[src/rtl/rvc_pkg.sv]
// Shared RVC definitions for the fetch aligner: quadrant decode, byte swap and
// parameter sanity checks used at elaboration.
package rvc_pkg;

  localparam logic [1:0] QUAD_32 = 2'b11;

  function automatic logic is_rvc(input logic [15:0] hw);
    return hw[1:0] != QUAD_32;
  endfunction

  function automatic logic [31:0] bswap32(input logic [31:0] w);
    return {w[7:0], w[15:8], w[23:16], w[31:24]};
  endfunction

  function automatic bit fetch_bytes_ok(input int fb);
    return (fb == 4) || (fb == 8);
  endfunction

  // Buffer must hold a whole block plus the leftover half of a straddler.
  function automatic bit buf_hw_ok(input int fb, input int bh);
    return (bh >= fb / 2 + 1) && ((bh & (bh - 1)) == 0);
  endfunction

endpackage

[src/rtl/rvc_hw_fifo.sv]
// Circular halfword FIFO: push 0..FETCH_HW halfwords, pop 0/1/2, with a
// two-entry head window for the instruction decoder.
module rvc_hw_fifo
  import rvc_pkg::*;
#(
  parameter int FETCH_HW = 2,
  parameter int BUF_HW   = 4,
  localparam int PW      = $clog2(BUF_HW),
  localparam int CW      = PW + 1
) (
  input  logic                         clk,
  input  logic                         rst,
  input  logic                         clr,
  input  logic [CW-1:0]                push_n,
  input  logic [FETCH_HW-1:0][15:0]    push_hw,
  input  logic [1:0]                   pop_n,
  output logic [CW-1:0]                count,
  output logic [15:0]                  head0,
  output logic [15:0]                  head1
);

  logic [BUF_HW-1:0][15:0] mem_q, mem_d;
  logic [PW-1:0]           rd_ptr_q, rd_ptr_d, wr_ptr_q, wr_ptr_d;
  logic [CW-1:0]           count_q, count_d;

  always_comb begin
    mem_d    = mem_q;
    for (int i = 0; i < FETCH_HW; i++) begin
      if (CW'(i) < push_n) mem_d[wr_ptr_q + PW'(i)] = push_hw[i];
    end
    wr_ptr_d = wr_ptr_q + PW'(push_n);
    rd_ptr_d = rd_ptr_q + PW'(pop_n);
    count_d  = count_q + push_n - CW'(pop_n);
    if (clr) begin
      wr_ptr_d = '0;
      rd_ptr_d = '0;
      count_d  = '0;
    end
  end

  always_ff @(posedge clk) begin
    if (rst) begin
      rd_ptr_q <= '0;
      wr_ptr_q <= '0;
      count_q  <= '0;
    end else begin
      rd_ptr_q <= rd_ptr_d;
      wr_ptr_q <= wr_ptr_d;
      count_q  <= count_d;
    end
  end

  // Storage needs no reset: the head is only trusted when count says so.
  always_ff @(posedge clk) mem_q <= mem_d;

  assign count = count_q;
  assign head0 = mem_q[rd_ptr_q];
  assign head1 = mem_q[rd_ptr_q + PW'(1)];

endmodule

[src/rtl/rvc_fetch_aligner.sv]
// RV32IC fetch aligner: buffers fetch blocks as halfwords and emits one
// aligned 16/32-bit instruction with its PC per output handshake.
module rvc_fetch_aligner
  import rvc_pkg::*;
#(
  parameter int FETCH_BYTES = 4,
  parameter int BUF_HW      = 4,
  parameter bit BYTE_SWAP   = 1'b1
) (
  input  logic                     clk,
  input  logic                     rst,
  input  logic                     flush,
  input  logic [31:0]              flush_pc,
  input  logic                     fetch_valid,
  output logic                     fetch_ready,
  input  logic [8*FETCH_BYTES-1:0] fetch_data,
  output logic                     inst_valid,
  input  logic                     inst_ready,
  output logic [31:0]              inst_o,
  output logic                     inst_is_c,
  output logic [31:0]              inst_pc
);

  localparam int FETCH_HW = FETCH_BYTES / 2;
  localparam int PW       = $clog2(BUF_HW);
  localparam int CW       = PW + 1;
  localparam int DW       = $clog2(FETCH_HW);

  if (!fetch_bytes_ok(FETCH_BYTES) || !buf_hw_ok(FETCH_BYTES, BUF_HW)) begin : g_cfg_err
    $error("rvc_fetch_aligner: unsupported FETCH_BYTES/BUF_HW");
  end

  logic [31:0]               pc_q, pc_d;
  logic [DW-1:0]             drop_q, drop_d;
  logic [FETCH_HW-1:0][15:0] blk_hw, push_hw;
  logic [CW-1:0]             push_n, count;
  logic [1:0]                pop_n, pop_len;
  logic [15:0]               h0, h1;
  logic                      fetch_fire, inst_fire;
  logic                      unused_pc0;

  assign unused_pc0 = flush_pc[0];

  always_comb begin
    blk_hw = '0;
    for (int w = 0; w < FETCH_BYTES / 4; w++) begin
      logic [31:0] word;
      word = fetch_data[32*w +: 32];
      if (BYTE_SWAP) word = bswap32(word);
      blk_hw[2*w]   = word[15:0];
      blk_hw[2*w+1] = word[31:16];
    end
  end

  // Leading halfwords below a mid-block redirect target are shifted out.
  assign push_hw = blk_hw >> {drop_q, 4'd0};

  // Registered count only; a pop in this cycle does not free space early.
  assign fetch_ready = (({1'b0, count} + (CW+1)'(FETCH_HW)) <= (CW+1)'(BUF_HW)) && !flush;
  assign fetch_fire  = fetch_valid && fetch_ready;
  assign push_n      = fetch_fire ? (CW'(FETCH_HW) - CW'(drop_q)) : '0;

  rvc_hw_fifo #(.FETCH_HW(FETCH_HW), .BUF_HW(BUF_HW)) u_fifo (
    .clk     (clk),
    .rst     (rst),
    .clr     (flush),
    .push_n  (push_n),
    .push_hw (push_hw),
    .pop_n   (pop_n),
    .count   (count),
    .head0   (h0),
    .head1   (h1)
  );

  always_comb begin
    inst_valid = 1'b0;
    inst_o     = '0;
    inst_is_c  = 1'b0;
    pop_len    = 2'd0;
    if ((count != '0) && is_rvc(h0)) begin
      inst_valid = 1'b1;
      inst_o     = {16'h0, h0};
      inst_is_c  = 1'b1;
      pop_len    = 2'd1;
    end else if (count >= CW'(2)) begin
      inst_valid = 1'b1;
      inst_o     = {h1, h0};
      pop_len    = 2'd2;
    end
  end

  assign inst_fire = inst_valid && inst_ready && !flush;
  assign pop_n     = inst_fire ? pop_len : 2'd0;

  always_comb begin
    pc_d   = pc_q;
    drop_d = drop_q;
    if (flush) begin
      pc_d   = {flush_pc[31:1], 1'b0};
      drop_d = flush_pc[DW:1];
    end else begin
      if (inst_fire)  pc_d   = pc_q + (inst_is_c ? 32'd2 : 32'd4);
      if (fetch_fire) drop_d = '0;
    end
  end

  always_ff @(posedge clk) begin
    if (rst) begin
      pc_q   <= '0;
      drop_q <= '0;
    end else begin
      pc_q   <= pc_d;
      drop_q <= drop_d;
    end
  end

  assign inst_pc = pc_q;

endmodule
[config.mk]
export PLATFORM = sky130hd
export DESIGN_NAME = rvc_fetch_aligner
export DESIGN_NICKNAME = d
export VERILOG_FILES = /design/src/rtl/rvc_pkg.sv /design/src/rtl/rvc_hw_fifo.sv /design/src/rtl/rvc_fetch_aligner.sv
export SDC_FILE = /design/constraint.sdc
export NUM_CORES = 1
export LEC_CHECK = 0
export BUFFER_PORTS_ARGS = -buffer_cell sky130_fd_sc_hd__buf_2
export CORE_ASPECT_RATIO = 0.6
export CORE_UTILIZATION = 45
export CTS_CLUSTER_SIZE = 14
export DETAILED_ROUTE_END_ITERATION = 8
export GPL_ROUTABILITY_DRIVEN = 0
export GPL_TIMING_DRIVEN = 1
export PLACE_DENSITY = 0.7
export SLEW_MARGIN = 20
export SYNTH_ARGS = -nofsm -noshare
export SYNTH_HDL_FRONTEND = slang
export SYNTH_SLANG_ARGS = --single-unit
export TNS_END_PERCENT = 50
[constraint.sdc]
create_clock -name clk -period 3.3 [get_ports clk]
set_input_delay 0.495 -clock clk [delete_from_list [all_inputs] [get_ports clk]]
set_output_delay 0.495 -clock clk [all_outputs]
set_load 0.01 [all_outputs]
==> metrics <==
Seq/Total Area, Yosys=0.303; 1st-pass router iterations=5; RSZ-0062 raised after global routing=false; hpwl dp=14,600 µm; Die Ht=97.2 µm; synthesized flop and latch total=103; Vias=6,732; CTS H-tree lvls=3; Leak Pwr=3.01 nW; root buf cell=clkbuf_16; CP endpoint kind=flip-flop; distinct cell type count after synthesis=52; num rows=34; WL/cell=19.4 µm; Worst Hold Depth=3; Power Dens Cells=602 nW/µm²; core area=14,600 µm²; r2r worst-path depth=11; YS warnings=0; PortBufs=around 130; status=complete, no violations; Hold Path Origin=flush_pc[13]; Synth-to-Final Area Change=19.0%; final count of negative-setup-slack endpoints=0; post-route ant nets=0; FF-to-FF End=u_fifo.count[2]; number of max-cap violations=0; Final #Nets=970; first-pass GRT wire length=approximately 34,000 µm; Post-Syn Area=6790 µm²; Avg Inst Size Synth=8.74 µm²; Fin. Hold Viols=0; GRT Total Usage=0.274; worst hold path type=in2reg; CTS tree=done; Worst IR Drop VDD=just under 300 µV; slowest CP cell=fa_1; CTS Sinks=103; WL final=21,200 µm; Slew headroom=0.279; share of layout cells above drive strength 1=0.257; Max Slew Vio Count=0; Peak Freq=approximately 0.33 GHz; minimum hold slack=402 ps; die area=15,600 µm²; Mapped Nets=approximately 860; Async SR Flop Fraction=0; WHS Endpoint=inst_pc[13]; crit path max fanout=5; crit path kind=reg2reg; flop-to-flop setup slack=between 200 and 300 ps; worst setup path startpoint=u_fifo.count[1]; number of remaining DRC errors=0; vias in the first global route=6,169; Worst-Skew Late Latency=around 350 ps; antenna cells=0; initial DRC count=650; TritonCTS buffer count=9; Post-synth EDFFs=0; max incr delay on CP=520 ps; WP data arrival=3280 ps; Max Root-Sink Buffers=2; final worst path period share=0.920; final critical path time including I/O delays and setup=3040 ps; antenna violations before repair=0; clock slew seen by the registers of the worst setup and hold paths=about 80 ps; synthesized instance count=777; Finished Core Util=0.552; Non-Filler Instances=1,094; number of I/O pins=136; overall die width=161 µm; top_reg_cell synth=dfxtp_1; pin count of the biggest net entering global routing=84; CTS hold repair buffers=0; placed cells=1,075; Setup TNS=0 ps; R2R Path Start=u_fifo.count[1]; CP cell instances=inv_1 > ha_1 > and3b_1 > o211ai_1 > nor2_1 > fa_1 > inv_1 > fa_1 > xnor2_1 > xnor2_1 > nor2_1; Worst-Margin Slew=1080 ps; Fin Clk Skew=11.9 ps; initial core utilization=0.464; total grt overflow=0; Required @ worst endpoint=3540 ps; Vias/cell=around 6.2; Startpoint Class=flip-flop
[metrics by stage]
| step | cell area [µm²] | setup slack (ps) | total power (W) |
|---|---|---|---|
| finish | 8080 | 265 | 0.00487 |
| global route | 8080 | 55.5 | 0.00513 |
| CTS | 8050 | 130 | 0.00482 |
| detailed placement | 7720 | 164 | 0.00362 |
| global placement | 7720 | 247 | 0.00358 |
| floorplan | 6790 | 104 | 0.00299 |
[cells in the mapped netlist (all sizes together) (14+ instances only)]
cell	instances	area, µm²
o21a	16	120
a21oi	28	140
a221oi	30	263
o22ai	14	87.6
dfxtp	103	2060
clkbuf	60	225
mux4	32	721
nor3	32	160
or3	44	275
nor2	104	390
o21ai	33	169
a211oi	43	323
inv	24	90.1
a311oi	14	123
and2	20	125
mux2i	50	500
and3	20	125
[flip-flops by register name (all words and copies together), names as in the netlist]
register and flops:
u_fifo.mem_q 64, inst_pc 31, u_fifo.count 3, u_fifo.rd_ptr_q 2, u_fifo.wr_ptr_q 2, drop_q 1
[where the power goes]
group | total (W) | internal, W | leakage [nW] | switching [W]
registers | 0.00186 | 0.00154 | 0.855 | 0.000316
logic | 0.00181 | 0.000890 | 2.00 | 0.000924
clock network | 0.00119 | 0.000688 | 0.156 | 0.000507
[layout by cell type, fill, tap and decap left out, drive strengths merged, types with 8 or more instances in the layout]
cell    instances
mux4           32
a21oi          28
a211oi         43
mux2i          50
a311oi         14
o21a           16
o21ai          33
buf           170
nor3           32
inv            23
xnor2          12
o22ai          14
clkbuf         11
dfxtp         103
or3            44
nand3           8
nand2          13
and3           20
nor2          104
and2           20
a221oi         30
[layout make-up]
cell class | count | area [µm²]
fillers | 1391 | 6550
multi-input cells | 582 | 4380
flip-flops and latches | 103 | 2070
repair buffers | 170 | 968
well taps | 198 | 248
clock buffers | 11 | 243
inverters | 25 | 97.6
clock inverters | 5 | 81.3
[metal layers]
layer | GRT usage | up-vias | share of wire
li1 | - | 3189 | -
met5 | 0 | - | 0
met3 | 0.0555 | 23 | 0.092
met2 | 0.380 | 297 | 0.41
met1 | 0.425 | 3223 | 0.48
met4 | 0.0652 | 0 | 0.011
[repair_timing]
item,in CTS,in global routing
hold endpoints to repair,0,0
setup buffers,0,3
gates resized for setup,1,0
setup endpoints to repair,3,23
[cells by family (layout without fill, tap and decap cells)]
kind of cell	Yosys count	after routing	synth area share
DFF	103	103	0.303
AOI/OAI and AO/OA	207	207	0.221
and+or+nand+nor	263	263	0.194
adders and majority gates	10	10	0.0217
muxes	82	82	0.180
other	1	1	0.000552
buffers and inverters	92	211	0.0543
xor gates and xnor gates	19	19	0.0245
[worst max-delay path by stage]
stage / endpoint / cells past startpoint
final: u_fifo.count[2] / 11
after global placement: inst_pc[27] / 9
after floorplan: inst_pc[24] / 11
after global routing: u_fifo.count[2] / 12
after CTS: inst_o[0] / 8
after detailed placement: inst_pc[29] / 9
[worst max-delay path, delay by kind of cell (launching register included)]
| family | cells | cell delay, ps |
|---|---|---|
| AOI/OAI and AO/OA | 1 | 330 |
| xor gates and xnor gates | 2 | 320 |
| adders and majority gates | 3 | 1250 |
| buffers and inverters | 2 | 120 |
| DFF | 1 | 430 |
| and+or+nand+nor | 3 | 460 |
No activity file was read; power rests on OpenSTA's default activity.
